`src/rtl/clock_display_mux_pkg.sv`:
```
// Shared constants and types for the 4-digit clock display multiplexer.
// Segment patterns are {g,f,e,d,c,b,a}, active-low.
package clock_disp_pkg;

  localparam logic [6:0] SEG_0     = 7'b1000000;
  localparam logic [6:0] SEG_1     = 7'b1111001;
  localparam logic [6:0] SEG_2     = 7'b0100100;
  localparam logic [6:0] SEG_3     = 7'b0110000;
  localparam logic [6:0] SEG_4     = 7'b0011001;
  localparam logic [6:0] SEG_5     = 7'b0010010;
  localparam logic [6:0] SEG_6     = 7'b0000010;
  localparam logic [6:0] SEG_7     = 7'b1111000;
  localparam logic [6:0] SEG_8     = 7'b0000000;
  localparam logic [6:0] SEG_9     = 7'b0010000;
  localparam logic [6:0] SEG_DASH  = 7'b0111111;
  localparam logic [6:0] SEG_BLANK = 7'h7F;

  localparam logic MODE_HHMM = 1'b0;
  localparam logic MODE_MMSS = 1'b1;

  typedef logic [1:0] digit_idx_t;

  // Per-frame copy of the time inputs; decoding never looks at the live inputs.
  typedef struct packed {
    logic [3:0] hour2;
    logic [3:0] hour1;
    logic [3:0] min2;
    logic [3:0] min1;
    logic [3:0] sec2;
    logic [3:0] sec1;
    logic       ampm;
    logic       show_sec;
  } time_snap_t;

  function automatic logic [3:0] anode_onehot_n(digit_idx_t idx);
    return ~(4'b0001 << idx);
  endfunction

endpackage

```
`src/rtl/clock_display_mux_if.sv`:
```
// Time-in / display-out bundle of the clock display multiplexer.
// master drives the time digits and observes the display; slave is the multiplexer.
interface clock_display_mux_if;
  logic [3:0] hour2;
  logic [3:0] hour1;
  logic [3:0] min2;
  logic [3:0] min1;
  logic [3:0] sec2;
  logic [3:0] sec1;
  logic       ampm;
  logic       alarm_flag;
  logic       show_sec;
  logic [6:0] seg;
  logic       dp;
  logic [3:0] an;

  modport master (
    output hour2, hour1, min2, min1, sec2, sec1, ampm, alarm_flag, show_sec,
    input  seg, dp, an
  );

  modport slave (
    input  hour2, hour1, min2, min1, sec2, sec1, ampm, alarm_flag, show_sec,
    output seg, dp, an
  );
endinterface

```
`src/rtl/clock_display_mux_bcd_to_seg7.sv`:
```
// Combinational BCD to active-low 7-segment decoder; non-BCD codes show a dash.
module bcd_to_seg7
  import clock_disp_pkg::*;
(
  input  logic [3:0] bcd,
  output logic [6:0] seg
);

  always_comb begin
    seg = SEG_DASH;
    unique case (bcd)
      4'd0:    seg = SEG_0;
      4'd1:    seg = SEG_1;
      4'd2:    seg = SEG_2;
      4'd3:    seg = SEG_3;
      4'd4:    seg = SEG_4;
      4'd5:    seg = SEG_5;
      4'd6:    seg = SEG_6;
      4'd7:    seg = SEG_7;
      4'd8:    seg = SEG_8;
      4'd9:    seg = SEG_9;
      default: seg = SEG_DASH;
    endcase
  end

endmodule

```
`src/rtl/clock_display_mux.sv`:
```
// Scans six BCD time digits onto a 4-digit common-anode display, one frame per snapshot.
// Define ALARM_BLINK_EN to blank the anodes periodically while the alarm is asserted.
module clock_display_mux
  import clock_disp_pkg::*;
#(
  parameter int unsigned DIGIT_TICKS = 100_000,
  parameter int unsigned BLINK_TICKS = 25_000_000
) (
  input logic                 clk,
  input logic                 rst_n,
  clock_display_mux_if.slave  disp
);

  localparam int unsigned TICK_W = (DIGIT_TICKS > 1) ? $clog2(DIGIT_TICKS) : 1;
  localparam logic [TICK_W-1:0] TICK_MAX = TICK_W'(DIGIT_TICKS - 1);

  logic [TICK_W-1:0] tick_cnt_q;
  digit_idx_t        idx_q;
  time_snap_t        snap_q, snap_d;
  logic              tick, frame_wrap;

  assign tick       = (tick_cnt_q == TICK_MAX);
  assign frame_wrap = tick && (idx_q == 2'd3);

  always_comb begin
    snap_d = '{
      hour2:    disp.hour2,
      hour1:    disp.hour1,
      min2:     disp.min2,
      min1:     disp.min1,
      sec2:     disp.sec2,
      sec1:     disp.sec1,
      ampm:     disp.ampm,
      show_sec: disp.show_sec
    };
  end

  always_ff @(posedge clk) begin
    if (!rst_n) begin
      tick_cnt_q <= '0;
      idx_q      <= '0;
      snap_q     <= '0;
    end else begin
      if (tick) begin
        tick_cnt_q <= '0;
        idx_q      <= idx_q + 2'd1;
      end else begin
        tick_cnt_q <= tick_cnt_q + TICK_W'(1);
      end
      if (frame_wrap) snap_q <= snap_d;
    end
  end

  logic force_blank;

`ifdef ALARM_BLINK_EN
  localparam int unsigned BLINK_W = (BLINK_TICKS > 1) ? $clog2(BLINK_TICKS) : 1;
  localparam logic [BLINK_W-1:0] BLINK_MAX = BLINK_W'(BLINK_TICKS - 1);

  logic [BLINK_W-1:0] blink_cnt_q;
  logic               phase_q;
  logic               alarm_q;

  always_ff @(posedge clk) begin
    if (!rst_n) begin
      blink_cnt_q <= '0;
      phase_q     <= 1'b0;
      alarm_q     <= 1'b0;
    end else begin
      if (frame_wrap) alarm_q <= disp.alarm_flag;
      if (alarm_q) begin
        if (blink_cnt_q == BLINK_MAX) begin
          blink_cnt_q <= '0;
          phase_q     <= ~phase_q;
        end else begin
          blink_cnt_q <= blink_cnt_q + BLINK_W'(1);
        end
      end else begin
        blink_cnt_q <= '0;
        phase_q     <= 1'b0;
      end
    end
  end

  // Gate with alarm_q so a dropped alarm shows the display from the very first slot.
  assign force_blank = phase_q && alarm_q;
`else
  logic unused_alarm_flag;
  assign unused_alarm_flag = disp.alarm_flag;
  assign force_blank       = 1'b0;
`endif

  logic [3:0] digit;
  logic       digit_blank;
  logic       dp_d;
  logic [6:0] dec_seg;
  logic [6:0] seg_d;
  logic [3:0] an_d;

  always_comb begin
    digit       = '0;
    digit_blank = 1'b0;
    if (snap_q.show_sec == MODE_MMSS) begin
      unique case (idx_q)
        2'd3: digit = snap_q.min2;
        2'd2: digit = snap_q.min1;
        2'd1: digit = snap_q.sec2;
        2'd0: digit = snap_q.sec1;
      endcase
    end else begin
      unique case (idx_q)
        2'd3: begin
          digit       = snap_q.hour2;
          digit_blank = (snap_q.hour2 == 4'd0);
        end
        2'd2: digit = snap_q.hour1;
        2'd1: digit = snap_q.min2;
        2'd0: digit = snap_q.min1;
      endcase
    end
  end

  bcd_to_seg7 u_bcd_to_seg7 (
    .bcd (digit),
    .seg (dec_seg)
  );

  always_comb begin
    seg_d = digit_blank ? SEG_BLANK : dec_seg;
    // Digit 2 dp stands in for the colon; digit 0 dp marks PM in HH:MM.
    dp_d  = !((idx_q == 2'd2) ||
              ((idx_q == 2'd0) && (snap_q.show_sec == MODE_HHMM) && snap_q.ampm));
    an_d  = force_blank ? 4'b1111 : anode_onehot_n(idx_q);
  end

  logic [6:0] seg_q;
  logic       dp_q;
  logic [3:0] an_q;

  always_ff @(posedge clk) begin
    if (!rst_n) begin
      seg_q <= SEG_BLANK;
      dp_q  <= 1'b1;
      an_q  <= 4'b1111;
    end else begin
      seg_q <= seg_d;
      dp_q  <= dp_d;
      an_q  <= an_d;
    end
  end

  assign disp.seg = seg_q;
  assign disp.dp  = dp_q;
  assign disp.an  = an_q;

endmodule

```
`src/flat_wrapper.sv`:
```
// flat-port wrapper written by rule: the top's interface ports become plain ports
module clock_display_mux_flat import clock_disp_pkg::*;
#(
  parameter int unsigned DIGIT_TICKS = 100_000,
  parameter int unsigned BLINK_TICKS = 25_000_000
)
  (clk, rst_n, disp_hour2, disp_hour1, disp_min2, disp_min1, disp_sec2, disp_sec1, disp_ampm, disp_alarm_flag, disp_show_sec, disp_seg, disp_dp, disp_an);
  clock_display_mux_if disp_i ();
  input logic clk;
  input logic rst_n;
  input wire logic [$bits(disp_i.hour2)-1:0] disp_hour2;
  input wire logic [$bits(disp_i.hour1)-1:0] disp_hour1;
  input wire logic [$bits(disp_i.min2)-1:0] disp_min2;
  input wire logic [$bits(disp_i.min1)-1:0] disp_min1;
  input wire logic [$bits(disp_i.sec2)-1:0] disp_sec2;
  input wire logic [$bits(disp_i.sec1)-1:0] disp_sec1;
  input wire logic [$bits(disp_i.ampm)-1:0] disp_ampm;
  input wire logic [$bits(disp_i.alarm_flag)-1:0] disp_alarm_flag;
  input wire logic [$bits(disp_i.show_sec)-1:0] disp_show_sec;
  output wire logic [$bits(disp_i.seg)-1:0] disp_seg;
  output wire logic [$bits(disp_i.dp)-1:0] disp_dp;
  output wire logic [$bits(disp_i.an)-1:0] disp_an;
  assign disp_i.hour2 = disp_hour2;
  assign disp_i.hour1 = disp_hour1;
  assign disp_i.min2 = disp_min2;
  assign disp_i.min1 = disp_min1;
  assign disp_i.sec2 = disp_sec2;
  assign disp_i.sec1 = disp_sec1;
  assign disp_i.ampm = disp_ampm;
  assign disp_i.alarm_flag = disp_alarm_flag;
  assign disp_i.show_sec = disp_show_sec;
  assign disp_seg = disp_i.seg;
  assign disp_dp = disp_i.dp;
  assign disp_an = disp_i.an;
  clock_display_mux #(.DIGIT_TICKS(DIGIT_TICKS), .BLINK_TICKS(BLINK_TICKS)) u_core (.clk(clk), .rst_n(rst_n), .disp(disp_i));
endmodule
```
`config.mk`:
```
export PLATFORM = sky130hd
export DESIGN_NAME = clock_display_mux_flat
export DESIGN_NICKNAME = d
export VERILOG_FILES = /design/src/rtl/clock_display_mux_pkg.sv /design/src/rtl/clock_display_mux_if.sv /design/src/rtl/clock_display_mux_bcd_to_seg7.sv /design/src/rtl/clock_display_mux.sv /design/src/flat_wrapper.sv
export SDC_FILE = /design/constraint.sdc
export NUM_CORES = 1
export LEC_CHECK = 0
export ABC_AREA = 1
export ABC_CLOCK_PERIOD_IN_PS = 4019
export BUFFER_PORTS_ARGS = -buffer_cell sky130_fd_sc_hd__buf_2
export CAP_MARGIN = 20
export CORE_UTILIZATION = 45
export CTS_BUF_LIST = sky130_fd_sc_hd__clkbuf_4 sky130_fd_sc_hd__clkbuf_8
export DETAILED_ROUTE_END_ITERATION = 10
export GPL_TIMING_DRIVEN = 0
export PLACE_DENSITY = 0.7
export SLEW_MARGIN = 20
export SYNTH_ARGS = -nofsm -noshare
export SYNTH_HDL_FRONTEND = slang
export SYNTH_HIERARCHICAL = 1
export SYNTH_SLANG_ARGS = --single-unit
```
`constraint.sdc`:
```
create_clock -name clk -period 4.02 [get_ports clk]
set_clock_uncertainty 0.05 [all_clocks]
set_input_delay 0.603 -clock clk [delete_from_list [all_inputs] [get_ports clk]]
set_output_delay 0.603 -clock clk [all_outputs]
set_load 0.05 [all_outputs]
```
Word-level counts from Yosys, hierarchy flattened. Memories as Yosys holds them, arrays and structs flattened. A register that Yosys moved wholly into a read port is not among the register bits. Index checks and enable logic that the tools add are counted.

Add/sub/neg operators: 2. Equal/unequal tests: 4. Shift-type cells: 1. Muxes and demuxes: 5. Bitwise logic cells: 3. Reduce and logical (&&, ||, !) cells: 9.

Operators with widths (number): one-hot mux 4 bit (4 select lines) (2); adder 17 x 1 -> 17 bit (second input constant) (1); == test 17 bit (second input constant) (1); == test 2 bit (second input constant) (2); zero test 4 bit (1); two-way mux 4 bit (1); inverter 4 bit (1); OR reduction 2 bit (2); left shift 1 x 2 -> 4 bit (first input constant) (1); logical AND 1 bit (3); adder 2 x 1 -> 2 bit (second input constant) (1); == test 2 x 1 -> 1 bit (second input constant) (1); zero test 2 bit (1); two-way mux 1 bit (2); inverter 1 bit (2); zero test 1 bit (1); logical OR 1 bit (1).

Register bits: 50. Memory bits (read-only): 112. Input bits: 29. Output and inout port bits: 12. Word-level logic and storage cells: 37. Memories: 1.

Memory list: (name not given) (words 16, width 7, rd ports 1, clocked after Yosys merged registers in 1, write ports 0, line clock_display_mux_bcd_to_seg7.sv:11) `unique case (bcd)`.

Logic depth before layout (Yosys ltp).
Word-level depth: 5. Mapped depth: 15. Gate-level depth less buffers: 14.

By module. Netlist, hierarchy kept.

Modules (own cells, without submodules): clock_display_mux (times used 1, cells an instance 444, area each 2947.8 um^2, sequential area each 1141.1 um^2); bcd_to_seg7 (times used 1, cells an instance 35, area each 187.7 um^2, sequential area each 0.0 um^2).

Least setup slack after synthesis. Ideal clock, no wire load.

Kind: reg-to-reg. From: register u_core.idx_q[0]. To: register u_core.seg_q[3], in the netlist u_core/disp.seg[3]. Library setup time: 0.060 ns. Arrival: 1.832 ns. Required time: 3.910 ns. Path slack: 2.078 ns. Stages on the path, launching flop included: 15. Buffers on the path: 1. Clock period less this slack: 1.942 ns. Path through: dfxtp_1 -> inv_1 -> ha_1 -> clkbuf_1 -> a21oi_1 -> o221ai_1 -> nand2_1 -> nand2_1 -> inv_1 -> ha_1 -> nand2_1 -> nand3_1 -> nand2_1 -> inv_1 -> nand2_1.

Elaborated cells on any way between the ends: 10. Those cells by class: eq/ne: 3; mux: 5; reduce/logical: 2.

RTL lines: from (decl) (line clock_display_mux.sv:18) `digit_idx_t idx_q;`; from (signal assigned) (line clock_display_mux.sv:46) `idx_q <= idx_q + 2'd1;`; == test 2 x 1 -> 1 bit (tied with other cells) (line clock_display_mux.sv:104, clock_display_mux.sv:111); one-hot mux 4 bit (4 select lines) (on tied branches) (line clock_display_mux.sv:111, clock_display_mux.sv:104); two-way mux 4 bit (*) (line clock_display_mux.sv:103) `if (snap_q.show_sec == MODE_MMSS) begin`; via u_core.digit[1] (line clock_display_mux.sv:93) `logic [3:0] digit;`; to (decl) (line clock_display_mux.sv:136) `logic [6:0] seg_q;`.

Mark *: on every way through the listed nets, which the timed path passes. The rest lies on a longest branch. A chain may end at the register's enable or synchronous reset.

Worst setup path in the final report. Ends and elaborated chain as after synthesis.

==> results.json <==
{
  "status": "finished, final reports clean",
  "p_comb_share_pct": 5.1,
  "crit_slowest_cell": "clkbuf_1",
  "tns_ns": 0,
  "critical-path-top-delay-family": "buffers and inverters",
  "drv_slew": 0,
  "timing.rr.end": "u_core/disp.seg[3]",
  "grtUsageTotal_pct": 20.2,
  "grt_setup_unrepaired": "no",
  "cp_data_arrival_time_ns": 2.47,
  "finalHoldViolCount": 0,
  "io_pins": 41,
  "drc": 0,
  "crit_path_end": "u_core/disp.seg[3]",
  "detail-route-antenna-nets": 0,
  "net-switching-power_w": 0.000262,
  "r2r_cells": 14,
  "fin_crit_sh_pct": 57.3,
  "fp.dieH_um": 85.5,
  "final_core_util_pct": 53.7,
  "syn_nets": 519,
  "grt_start_max_net_pins": 11,
  "clk_pin_slew_worst_paths_ns": 0.06,
  "crit_path_start_kind": "flop",
  "path_common_cell": "nand2_1",
  "area_delta_synth_final_pct": 15.6,
  "cp_data_required_time_ns": 4.19,
  "cp_max_fo": 10,
  "syn_avg_cell_area_um2": 6.55,
  "nFillCells": 673,
  "max_freq_mhz": 434,
  "seq_area_frac_synth_pct": 36.4,
  "crit_start": "u_core/idx_q[0]",
  "leakagePower_nw": 1.80,
  "worst-path-buf-inv": 4,
  "syn_area_mm2": 0.00314,
  "path_depth": 14,
  "vdd_drop_max_uv": 162,
  "post_cts_resized": 0,
  "diodes": 0,
  "vias_per_cell": 4.70,
  "coreArea_mm2": 0.00676,
  "wirelength_um": 6740,
  "switching_share_pct": 22.2,
  "r2r_setup_slack_ns": 1.72,
  "cts_root_buffer": "clkbuf_8",
  "dieWidth_um": 85.5,
  "hp-start": "u_core/tick_cnt_q[0]",
  "cts_max_level": 3,
  "pwr-share-clk_pct": 46.1,
  "reg2reg_from": "u_core/idx_q[0]",
  "p_int_w": 0.000915,
  "place_ws_ns": 1.75,
  "drt_iter0_markers": 176,
  "grt_first_pass_wirelength_um": 11600,
  "critPathKind": "reg -> reg",
  "grt_pass1_vias": 2590,
  "endpoint_kind": "flop",
  "ys_ff_latch": 57,
  "numCtsBuffers": 9,
  "holdBufCountCts": 0,
  "crit_chain": "inv_1 > ha_1 > clkbuf_1 > a21oi_1 > o221ai_1 > nand2_1 > nand2_1 > inv_1 > ha_1 > nand2_1 > nand3_1 > nand2_1 > inv_1 > nand2_1",
  "cts_tree": "yes",
  "antenna_found_initial": 0,
  "portBuffers": 38,
  "fp.dieArea_mm2": 0.00731,
  "max_stage_delay_ns": 0.38,
  "vias": 2880,
  "maxSlewHeadroom_pct": 67.3,
  "final.min_clock_period_ns": 2.30,
  "synthDistinctLibCells": 28,
  "dpl.hpwl_um": 5010,
  "clk_path_buf_depth": 2,
  "clk-insertion-delay-late_ns": 0.34,
  "p_per_area_mw_per_mm2": 324,
  "postCtsSetupBuffers": 0,
  "setup_viol": 0,
  "routedWlPerCell_um": 11.0,
  "routabilityCongestion": 0.844,
  "worst_slack_ns": 1.72,
  "grt_overflow": 0,
  "ys_warn_count": 6,
  "cts_num_sinks": 57,
  "tightest_slew_ns": 0.491,
  "drive_gt1_share_pct": 14.4,
  "final_nets": 568,
  "drv_cap": 0,
  "dr.pass1.iters": 4,
  "min_path_type": "reg -> reg",
  "power_frac_seq_pct": 48.8,
  "syn_inst": 479,
  "start_util_pct": 46.4,
  "rows": 30
}
==> through the flow <==
stage,hold slack [ns],total power [W],cell area (um2),std cells
5_1_grt,0.438,0.00122,3630,613
6_report,0.400,0.00118,3630,613
2_1_floorplan,0.367,0.000624,3140,479
3_3_place_gp,0.380,0.000645,3430,597
4_1_cts,0.403,0.00119,3630,613
3_5_place_dp,0.394,0.000647,3430,597
==> state kept, by name, summed over array words and instances, names as in the netlist <==
name / flops
u_core/disp.an: 4
u_core/disp.dp: 1
u_core/disp.seg: 7
u_core/idx_q: 2
u_core/snap_q: 26
u_core/tick_cnt_q: 17
==> metal layers <==
layer  part of all wire (%)  track usage, %
met5                      0               0
met4                    1.5            7.27
met3                    5.4            5.06
met2                     42            30.3
met1                     51            27.9
==> worst reg2reg max path, stage by stage, from the launching register on <==
cell      delay, ns
dfxtp_1        0.36
inv_1          0.12
ha_1           0.15
clkbuf_1       0.38
a21oi_1        0.13
o221ai_1       0.10
nand2_1        0.08
nand2_1        0.13
inv_1          0.10
ha_1           0.29
nand2_1        0.07
nand3_1        0.09
nand2_1        0.05
inv_1          0.04
nand2_1        0.04
==> power groups by stage <==
stage	clock [W]	sequential, W	combinational [W]
3_5_place_dp	0	0.000586	0.0000606
4_1_cts	0.000553	0.000573	0.0000608
5_1_grt	0.000578	0.000574	0.0000662
6_report	0.000542	0.000573	0.0000603
3_3_place_gp	0	0.000586	0.0000594
2_1_floorplan	0	0.000599	0.0000244
==> worst min-delay path by stage <==
stage / endpoint / slack (ns) / cells after the start
after floorplan: u_core/tick_cnt_q[0] / 0.37 / 1
after global placement: u_core/tick_cnt_q[0] / 0.38 / 1
after detailed placement: u_core/tick_cnt_q[0] / 0.39 / 1
after CTS: u_core/tick_cnt_q[0] / 0.40 / 1
after global routing: u_core/tick_cnt_q[0] / 0.44 / 1
final: u_core/tick_cnt_q[0] / 0.40 / 1
==> Yosys cell counts, drive strengths merged <==
library cell | n | area (um2)
nand3 | 12 | 65.1
nand4 | 30 | 203
xor2 | 6 | 52.6
or2 | 1 | 6.26
clkbuf | 3 | 11.3
inv | 114 | 428
a21oi | 20 | 100
ha | 11 | 138
o31a | 1 | 8.76
buf | 13 | 82.6
xnor2 | 2 | 17.5
nor2 | 62 | 252
dfxtp | 57 | 1140
o21ai | 16 | 80.1
o221ai | 4 | 35.0
nor3 | 6 | 41.3
nand2 | 121 | 474
==> placed cells by master (no fill, tap or decap), types with 10 or more instances in the layout <==
master / count
ha_1: 11
buf_2: 41
nand3_1: 11
nand4_1: 29
nor2_1: 60
a21oi_1: 20
dfxtp_1: 57
inv_1: 111
o21ai_0: 16
clkbuf_8: 10
nand2_1: 115
==> kinds of logic after synthesis <==
| group | Yosys count | synth area share, % |
|---|---|---|
| AO/OA/AOI/OAI | 41 | 7.14 |
| XOR/XNOR | 8 | 2.23 |
| adder cells (fa/ha/maj) | 11 | 4.39 |
| buffers and inverters | 130 | 16.6 |
| flip-flops | 57 | 36.4 |
| AND/OR/NAND/NOR | 232 | 33.2 |
==> cell type report <==
cell class                 instances  area [um2]  share of cell area (%)
timing repair buffer              38         190                    5.24
inverter                         114         428                    11.8
buffer                            16        93.8                    2.59
clock buffer                      13         160                    4.42
sequential                        57        1140                    31.5
multi-input combinational        292        1470                    40.6
clock inverter                     3        40.0                    1.10
tap                               80         100                    2.76
No activity file was read; power rests on OpenSTA's default activity.
